===== src/rtl/rgb_to_ycbcr.sv =====
// RGB888 -> JFIF YCbCr stream converter: 3-stage stallable pipeline plus a
// frame tracker. Define RGB_TO_YCBCR_ROUND_EN for round-half-up instead of floor.
module rgb_to_ycbcr #(
    parameter int HEIGHT              = 480,
    parameter int PIXEL_BITWIDTH      = 8,
    parameter int LINE_COUNT_BITWIDTH = $clog2(HEIGHT) + 1
) (
    input  logic                        clk,
    input  logic                        n_rst,
    input  logic [3*PIXEL_BITWIDTH-1:0] i_rgb,
    input  logic                        i_tuser,
    input  logic                        i_tlast,
    input  logic                        i_tvalid,
    input  logic                        i_wait,
    output logic                        o_wait,
    output logic [PIXEL_BITWIDTH-1:0]   o_y,
    output logic [PIXEL_BITWIDTH-1:0]   o_cb,
    output logic [PIXEL_BITWIDTH-1:0]   o_cr,
    output logic                        o_tuser,
    output logic                        o_tlast,
    output logic                        o_tvalid,
    output logic                        o_frame_end
);
    localparam int PB  = PIXEL_BITWIDTH;
    localparam int LCB = LINE_COUNT_BITWIDTH;

`ifdef RGB_TO_YCBCR_ROUND_EN
    localparam logic signed [18:0] ROUND = 19'sd128;
`else
    localparam logic signed [18:0] ROUND = 19'sd0;
`endif
    localparam logic signed [18:0] OFFSET = 19'sd32768;

    // Row-major: Y, Cb, Cr rows; R, G, B columns.
    localparam logic signed [17:0] COEF [9] = '{
        18'sd77,  18'sd150,  18'sd29,
        -18'sd43, -18'sd85,  18'sd128,
        18'sd128, -18'sd107, -18'sd21
    };

    typedef enum logic {IDLE, ACTIVE} state_t;

    typedef struct packed {
        logic vld;
        logic tuser;
        logic tlast;
        logic frame_end;
    } side_t;

    state_t           state;
    logic [LCB-1:0]   line_count;
    logic [LCB-1:0]   eff_line;
    logic             accept;
    logic             last_line;
    logic             frame_end_tag;
    logic signed [17:0] chan [3];
    logic signed [17:0] prod [9];
    logic signed [18:0] sum_y, sum_cb, sum_cr;
    side_t            s1, s2, s3;

    function automatic logic signed [18:0] sx(input logic signed [17:0] v);
        return {v[17], v};
    endfunction

    function automatic logic [PB-1:0] clamp(input logic signed [18:0] s);
        if (s[18])
            return '0;
        else if (|s[17:16])
            return '1;
        else
            return s[8 +: PB];
    endfunction

    assign o_wait = i_wait;

    always_comb begin
        for (int c = 0; c < 3; c++)
            chan[c] = $signed({{(18-PB){1'b0}}, i_rgb[(2-c)*PB +: PB]});
        accept        = i_tvalid & ~i_wait & ((state == ACTIVE) | i_tuser);
        // A tuser beat restarts the frame before its tlast is counted.
        eff_line      = i_tuser ? '0 : line_count;
        last_line     = (eff_line == LCB'(HEIGHT - 1));
        frame_end_tag = accept & i_tlast & last_line;
    end

    always_ff @(posedge clk) begin
        if (!n_rst) begin
            state      <= IDLE;
            line_count <= '0;
        end else if (accept) begin
            if (i_tlast) begin
                if (last_line) begin
                    state      <= IDLE;
                    line_count <= '0;
                end else begin
                    state      <= ACTIVE;
                    line_count <= eff_line + LCB'(1);
                end
            end else if (i_tuser) begin
                state      <= ACTIVE;
                line_count <= '0;
            end
        end
    end

    always_ff @(posedge clk) begin
        if (!n_rst) begin
            for (int i = 0; i < 9; i++)
                prod[i] <= '0;
            sum_y  <= '0;
            sum_cb <= '0;
            sum_cr <= '0;
            o_y    <= '0;
            o_cb   <= '0;
            o_cr   <= '0;
            s1     <= '0;
            s2     <= '0;
            s3     <= '0;
        end else if (!i_wait) begin
            for (int i = 0; i < 9; i++)
                prod[i] <= COEF[i] * chan[i % 3];
            s1 <= '{vld: accept, tuser: accept & i_tuser,
                    tlast: accept & i_tlast, frame_end: frame_end_tag};

            sum_y  <= sx(prod[0]) + sx(prod[1]) + sx(prod[2]) + ROUND;
            sum_cb <= sx(prod[3]) + sx(prod[4]) + sx(prod[5]) + OFFSET + ROUND;
            sum_cr <= sx(prod[6]) + sx(prod[7]) + sx(prod[8]) + OFFSET + ROUND;
            s2     <= s1;

            o_y  <= clamp(sum_y);
            o_cb <= clamp(sum_cb);
            o_cr <= clamp(sum_cr);
            s3   <= s2;
        end
    end

    assign o_tvalid    = s3.vld;
    assign o_tuser     = s3.tuser;
    assign o_tlast     = s3.tlast;
    assign o_frame_end = s3.frame_end;

endmodule


===== config.mk =====
export PLATFORM = sky130hd
export DESIGN_NAME = rgb_to_ycbcr
export DESIGN_NICKNAME = d
export VERILOG_FILES = /design/src/rtl/rgb_to_ycbcr.sv
export SDC_FILE = /design/constraint.sdc
export NUM_CORES = 1
export LEC_CHECK = 0
export ABC_AREA = 0
export BUFFER_PORTS_ARGS = -buffer_cell sky130_fd_sc_hd__buf_2
export CAP_MARGIN = 15
export CORE_UTILIZATION = 45
export CTS_CLUSTER_SIZE = 12
export DETAILED_ROUTE_END_ITERATION = 12
export GPL_TIMING_DRIVEN = 1
export HOLD_SLACK_MARGIN = 0.02
export PLACE_DENSITY_LB_ADDON = 0.25
export SETUP_SLACK_MARGIN = 0.2
export SYNTH_ARGS = -nofsm -noshare
export SYNTH_HDL_FRONTEND = slang
export SYNTH_SLANG_ARGS = --single-unit

===== constraint.sdc =====
create_clock -name clk -period 11.7 [get_ports clk]
set_clock_uncertainty 0.05 [all_clocks]
set_input_delay 1.755 -clock clk [delete_from_list [all_inputs] [get_ports clk]]
set_output_delay 1.755 -clock clk [all_outputs]
set_load 0.02 [all_outputs]

==> impl_metrics.tcl, run 1 <==
set metrics [dict create \
    status "finished, final reports clean" \
    synth_top_area_share 0.244 \
    cts_buffers 17 \
    first_global_vias 11700 \
    detail-route-antenna-nets 0 \
    grt_pass1_wl_um 58900 \
    grt_max_degree 83 \
    syn_area_sq_um 16600 \
    startpoint_type "input pin" \
    area_delta_synth_final_pct 8.14 \
    cts_repair_resize_count 0 \
    vias 11700 \
    fin_total_pwr_uw 2990 \
    worstSetupEndpointType "register" \
    postSynthCellCount 1630 \
    cts.sinks 190 \
    hold_viol 0 \
    wl_um 35100 \
    synthesis.nets 2080 \
    dr.pass1.iters 5 \
    rsz0062_at_grt "no" \
    drv_cap 0 \
    final_common_cell "ha_1" \
    die_w_um 194 \
    io_pins 59 \
    clk_pin_slew_ns 0.08 \
    drive_above_1_share 0.0654 \
    post-route-drc-count 0 \
    viasPerCell 5.44 \
    clkLatencyLatePin_ns 0.45 \
    synth_flop_cell "edfxtp_1" \
    synth.avg_cell_area_sq_um 10.2 \
    placement.io_buffers 58 \
    synth_area_leaders "ha_1 (24%), edfxtp_1 (20%), fa_1 (12%), dfxtp_1 (9.4%), inv_1 (4.0%)" \
    synth-edff-count 112 \
    yosys.area.top_type "ha_1" \
    die_h_um 194 \
    dieArea_sq_um 37600 \
    p_leak_uw 0.00855 \
    cp_data_required_time_ns 11.85 \
    fin_setup_tns_ns 0 \
    dpl.hpwl_um 27900 \
    critPathKind "in -> reg" \
    wl_per_cell_um 16.4 \
    root_buffer "clkbuf_16" \
    ir_worst_vdd_mv 0.0927 \
    postCtsHoldBufs 0 \
    yosys.cell_types.count 74 \
    max_freq_mhz 191 \
    nets 2119 \
    yosys_warnings 0 \
    rows 69 \
    initial_core_util 0.461 \
    setup_viol 0 \
    hp-class "reg -> reg" \
    grt_overflow 0 \
    grt.total_usage 0.196 \
    cts_tree "built" \
    cp_max_fo 7 \
    grt_antenna_before_repair 0 \
    post-route-min-period_ns 5.25 \
    n_antenna_cell 0 \
    power.density_cell_area_nw_per_um2 167 \
    fillers 3297 \
    async_flop_share 0 \
    core_area_sq_um 35900 \
    maxSlewViolCount 0 \
    finalCritPeriodShare 0.448 \
    cts_setup_buffers 0 \
    ys_seq_area_frac 0.297 \
    ys_seq_elements 190 \
    tightest_slew_ns 1.06 \
    ctsHtreeMaxLevel 4 \
    arrival_ns 5.40 \
    layout_common_cells "ha_1 (323), inv_1 (176), nor2_1 (136)" \
    drt-initial-drc-count 566 \
    globalplace.congestion 0.855 \
    max_slew_margin 0.293 \
    clockBufferDepth 2 \
]
==> stage by stage <==
stage / cells / setup slack [ns] / util / instance area, sq um / hold WS, ns
detailed placement: 2111 / 5.98 / 0.482 / 17300 / 0.387
finish: 2143 / 6.45 / 0.499 / 17900 / 0.403
global placement: 2111 / 6.06 / 0.482 / 17300 / 0.381
global route: 2143 / 6.21 / 0.499 / 17900 / 0.442
CTS: 2143 / 6.45 / 0.499 / 17900 / 0.405
floorplan: 1630 / 6.46 / - / 16600 / 0.367
==> sequential cells by signal, indices dropped and copies added (netlist names), 4 cells and up <==
signal      cells
o_y             8
s2              4
sum_cb         11
o_cr            8
s1              4
o_cb            8
sum_y           9
sum_cr         11
line_count     10
prod          112
==> worst max-delay path: stages <==
cell	delay, ns
buf_2	0.18
inv_1	0.11
ha_1	0.38
fa_1	0.49
fa_1	0.55
inv_1	0.05
fa_1	0.41
inv_1	0.06
ha_1	0.25
o21ai_0	0.17
nand2b_1	0.14
and4_1	0.23
a211oi_1	0.34
a21oi_1	0.13
mux2i_1	0.13
==> Yosys cell counts (7+ instances only) <==
| cell type | n |
|---|---|
| edfxtp_1 | 112 |
| nand4_1 | 8 |
| nand2_1 | 51 |
| or3_1 | 12 |
| o31ai_1 | 10 |
| dfxtp_1 | 78 |
| mux2i_1 | 13 |
| and2_1 | 37 |
| clkbuf_1 | 34 |
| a211oi_1 | 13 |
| o211ai_1 | 10 |
| a21oi_1 | 81 |
| nor3_1 | 45 |
| a31oi_1 | 7 |
| fa_1 | 97 |
| o21ai_0 | 76 |
| xnor2_1 | 35 |
| and3_1 | 10 |
| ha_1 | 323 |
| a21o_1 | 33 |
| nand2b_1 | 22 |
| nor2_1 | 136 |
| o21a_1 | 7 |
| inv_1 | 177 |
| nor3b_1 | 7 |
| buf_1 | 8 |
| nor2b_1 | 41 |
| o311a_1 | 8 |
| o21bai_1 | 8 |
| nand3_1 | 18 |
| xor2_1 | 21 |
| a21boi_0 | 9 |
==> kinds of logic (layout without fill, tap and decap cells) <==
logic type / count (synthesis) / count (layout) / synth area share
adder cells (fa/ha/maj): 420 / 420 / 0.361
multiplexers: 13 / 13 / 0.00786
AND/OR/NAND/NOR: 416 / 416 / 0.128
XOR/XNOR: 56 / 56 / 0.0296
buffers and inverters: 220 / 272 / 0.0501
AO/OA/AOI/OAI: 315 / 315 / 0.126
flip-flops: 190 / 190 / 0.297
==> worst paths after layout <==
kind | from | end | slack, ns | cells after the start
worst max register to register | prod[0][115] | sum_cr[14] | 8.34 | 8
worst min-delay path | sum_cb[16] | sum_cb[16] | 0.40 | 2
worst max-delay path | i_rgb[9] | prod[0][89] | 6.45 | 15
worst min register to register | sum_cb[16] | sum_cb[16] | 0.40 | 2
==> layout make-up <==
| class | instances | area, sq um | area share |
|---|---|---|---|
| clock inverters | 14 | 145 | 0.00810 |
| multi-input cells | 1220 | 10800 | 0.604 |
| well taps | 461 | 577 | 0.0322 |
| repair buffers | 63 | 328 | 0.0183 |
| clock buffers | 18 | 450 | 0.0252 |
| flip-flops and latches | 190 | 4920 | 0.275 |
| inverters | 177 | 667 | 0.0372 |
==> layer usage <==
layer	track usage	wire [um]	vias up
met4	0.0676	965	0
met5	0	0	-
met3	0.0315	1100	52
li1	-	-	5837
met1	0.261	16600	5601
met2	0.322	16400	175
==> power breakdown <==
part	total [uW]	internal, uW	switching (uW)	leakage, uW
Sequential	924	845	78.7	0.00184
Combinational	1480	626	852	0.00641
Clock	586	298	288	0.000294
Total	2990	1770	1220	0.00855
Note: power is estimated with default switching activity, not from simulation.
==> run 2, diff against run 1 <==
==> constraint.sdc (replaced) <==
create_clock -name clk -period 4.6 [get_ports clk]
set_clock_uncertainty 0.05 [all_clocks]
set_input_delay 0.69 -clock clk [delete_from_list [all_inputs] [get_ports clk]]
set_output_delay 0.69 -clock clk [all_outputs]
set_load 0.02 [all_outputs]
==> impl_metrics.tcl, run 2 (synthesis results as in run 1) <==
set metrics [dict create \
    cts_buffers 17 \
    fin_area_sq_um 18000 \
    drt-initial-drc-count 515 \
    final_common_cell "ha_1" \
    root_buffer "clkbuf_16" \
    grt.total_usage 0.196 \
    p_leak_uw 0.00864 \
    dpl.hpwl_um 28800 \
    wl_um 35800 \
    slowest_delay_ns 0.52 \
    area_delta_synth_final_pct 8.98 \
    post-route-min-period_ns 4.08 \
    hold_viol 0 \
    postCtsHoldBufs 0 \
    die_w_um 194 \
    worstSetupEndpointType "register" \
    cts_setup_buffers 0 \
    cts_repair_resize_count 0 \
    rows 69 \
    critPathKind "in -> reg" \
    initial_core_util 0.461 \
    post-route-drc-count 0 \
    nets 2136 \
    rr_worst_depth 8 \
    first_global_vias 11600 \
    cp_max_fo 6 \
    hp-start "sum_cb[16]" \
    path_buf_inv 6 \
    tightest_slew_ns 0.859 \
    drv_cap 0 \
    largestRegisters "prod (112), sum_cb (11), sum_cr (11)" \
    rsz0062_at_grt "no" \
    ir_worst_vdd_mv 0.248 \
    wl_per_cell_um 16.6 \
    fin_setup_tns_ns 0 \
    detail-route-antenna-nets 0 \
    cts.sinks 190 \
    layout_common_cells "ha_1 (323), inv_1 (176), nor2_1 (136)" \
    largest_reg_flops 112 \
    dr.pass1.iters 5 \
    setup_viol 0 \
    n_antenna_cell 0 \
    max_freq_mhz 245 \
    top_register "prod" \
    grt_pass1_wl_um 58800 \
    die_h_um 194 \
    core_area_sq_um 35900 \
    power.density_cell_area_nw_per_um2 422 \
    io_pins 59 \
    cp_common_cell "inv_1" \
    maxSlewViolCount 0 \
    path_cells "buf_2, inv_1, ha_1, inv_1, fa_1, inv_1, ha_1, inv_1, fa_1, inv_1, ha_1, o21ai_0, nand2b_1, and4_1, a211oi_1, a21oi_1, mux2i_1" \
    startpoint_type "input pin" \
    place_area_sq_um 17500 \
    vias 11600 \
    status "finished, final reports clean" \
    dieArea_sq_um 37600 \
    grt_max_degree 59 \
    viasPerCell 5.39 \
    grt_antenna_before_repair 0 \
    holdPathStages 2 \
    grt_overflow 0 \
    path_delay_family "adder cells" \
    clockBufferDepth 2 \
    ctsHtreeMaxLevel 4 \
    timing.rr.start "prod[0][115]" \
    clkLatencyLatePin_ns 0.44 \
    path_depth 17 \
    fillers 3289 \
    clk_pin_slew_ns 0.08 \
    hp-class "reg -> reg" \
    finalCritPeriodShare 0.888 \
    drive_above_1_share 0.0742 \
    arrival_ns 4.22 \
    placement.io_buffers 58 \
    cp-startpoint "i_rgb[10]" \
    cts_tree "built" \
    slowest_stage "fa_1" \
    max_slew_margin 0.423 \
    globalplace.congestion 0.877 \
    cp_data_required_time_ns 4.74 \
]
==> run 2: changes by cell type in the layout (fill, tap and decap cells not counted), sizes merged <==
cell      previous run  this run
buf                 63        80
clkinvlp             1         0
inv                184       185
==> run 2: worst min-delay path, stage by stage (launching register included) <==
cell and delay, ns:
dfxtp_1 0.32, nand2_1 0.05, o31ai_1 0.05
==> run 2: stage by stage <==
step	setup slack, ns	hold WS (ns)	power (uW)	utilization	std cells
6_report	0.516	0.400	7620	0.503	2160
5_1_grt	0.296	0.427	8260	0.503	2160
4_1_cts	0.511	0.407	7660	0.503	2160
3_5_place_dp	0.0352	0.389	6160	0.486	2128
3_3_place_gp	0.139	0.380	6070	0.486	2128
2_1_floorplan	0.424	0.367	5160	-	1630
==> run 2: area by class of cell <==
cell class                 instances  area (sq um)  area share
inverter                         177           667      0.0369
sequential                       190          4920       0.273
timing repair buffer              80           468      0.0259
clock inverter                    14           165     0.00915
multi-input combinational       1220         10800       0.599
tap                              461           577      0.0320
clock buffer                      18           429      0.0238
==> run 2: report_power, final <==
group	total (uW)	internal [uW]	switching, uW
combinational	3780	1610	2180
sequential	2350	2150	204
clock	1480	738	741
total	7620	4490	3120
==> run 2: worst paths after layout <==
kind	to	slack, ns
max	prod[0][89]	0.52
min	sum_cb[16]	0.40
max reg2reg	sum_cr[14]	1.32
min reg2reg	sum_cb[16]	0.40
==> run 2: per-layer routing <==
layer,up-vias,share of wire,GRT usage
met5,-,0,0
li1,5864,-,-
met3,44,0.023,0.0240
met2,159,0.48,0.329
met1,5574,0.48,0.263
met4,0,0.026,0.0597
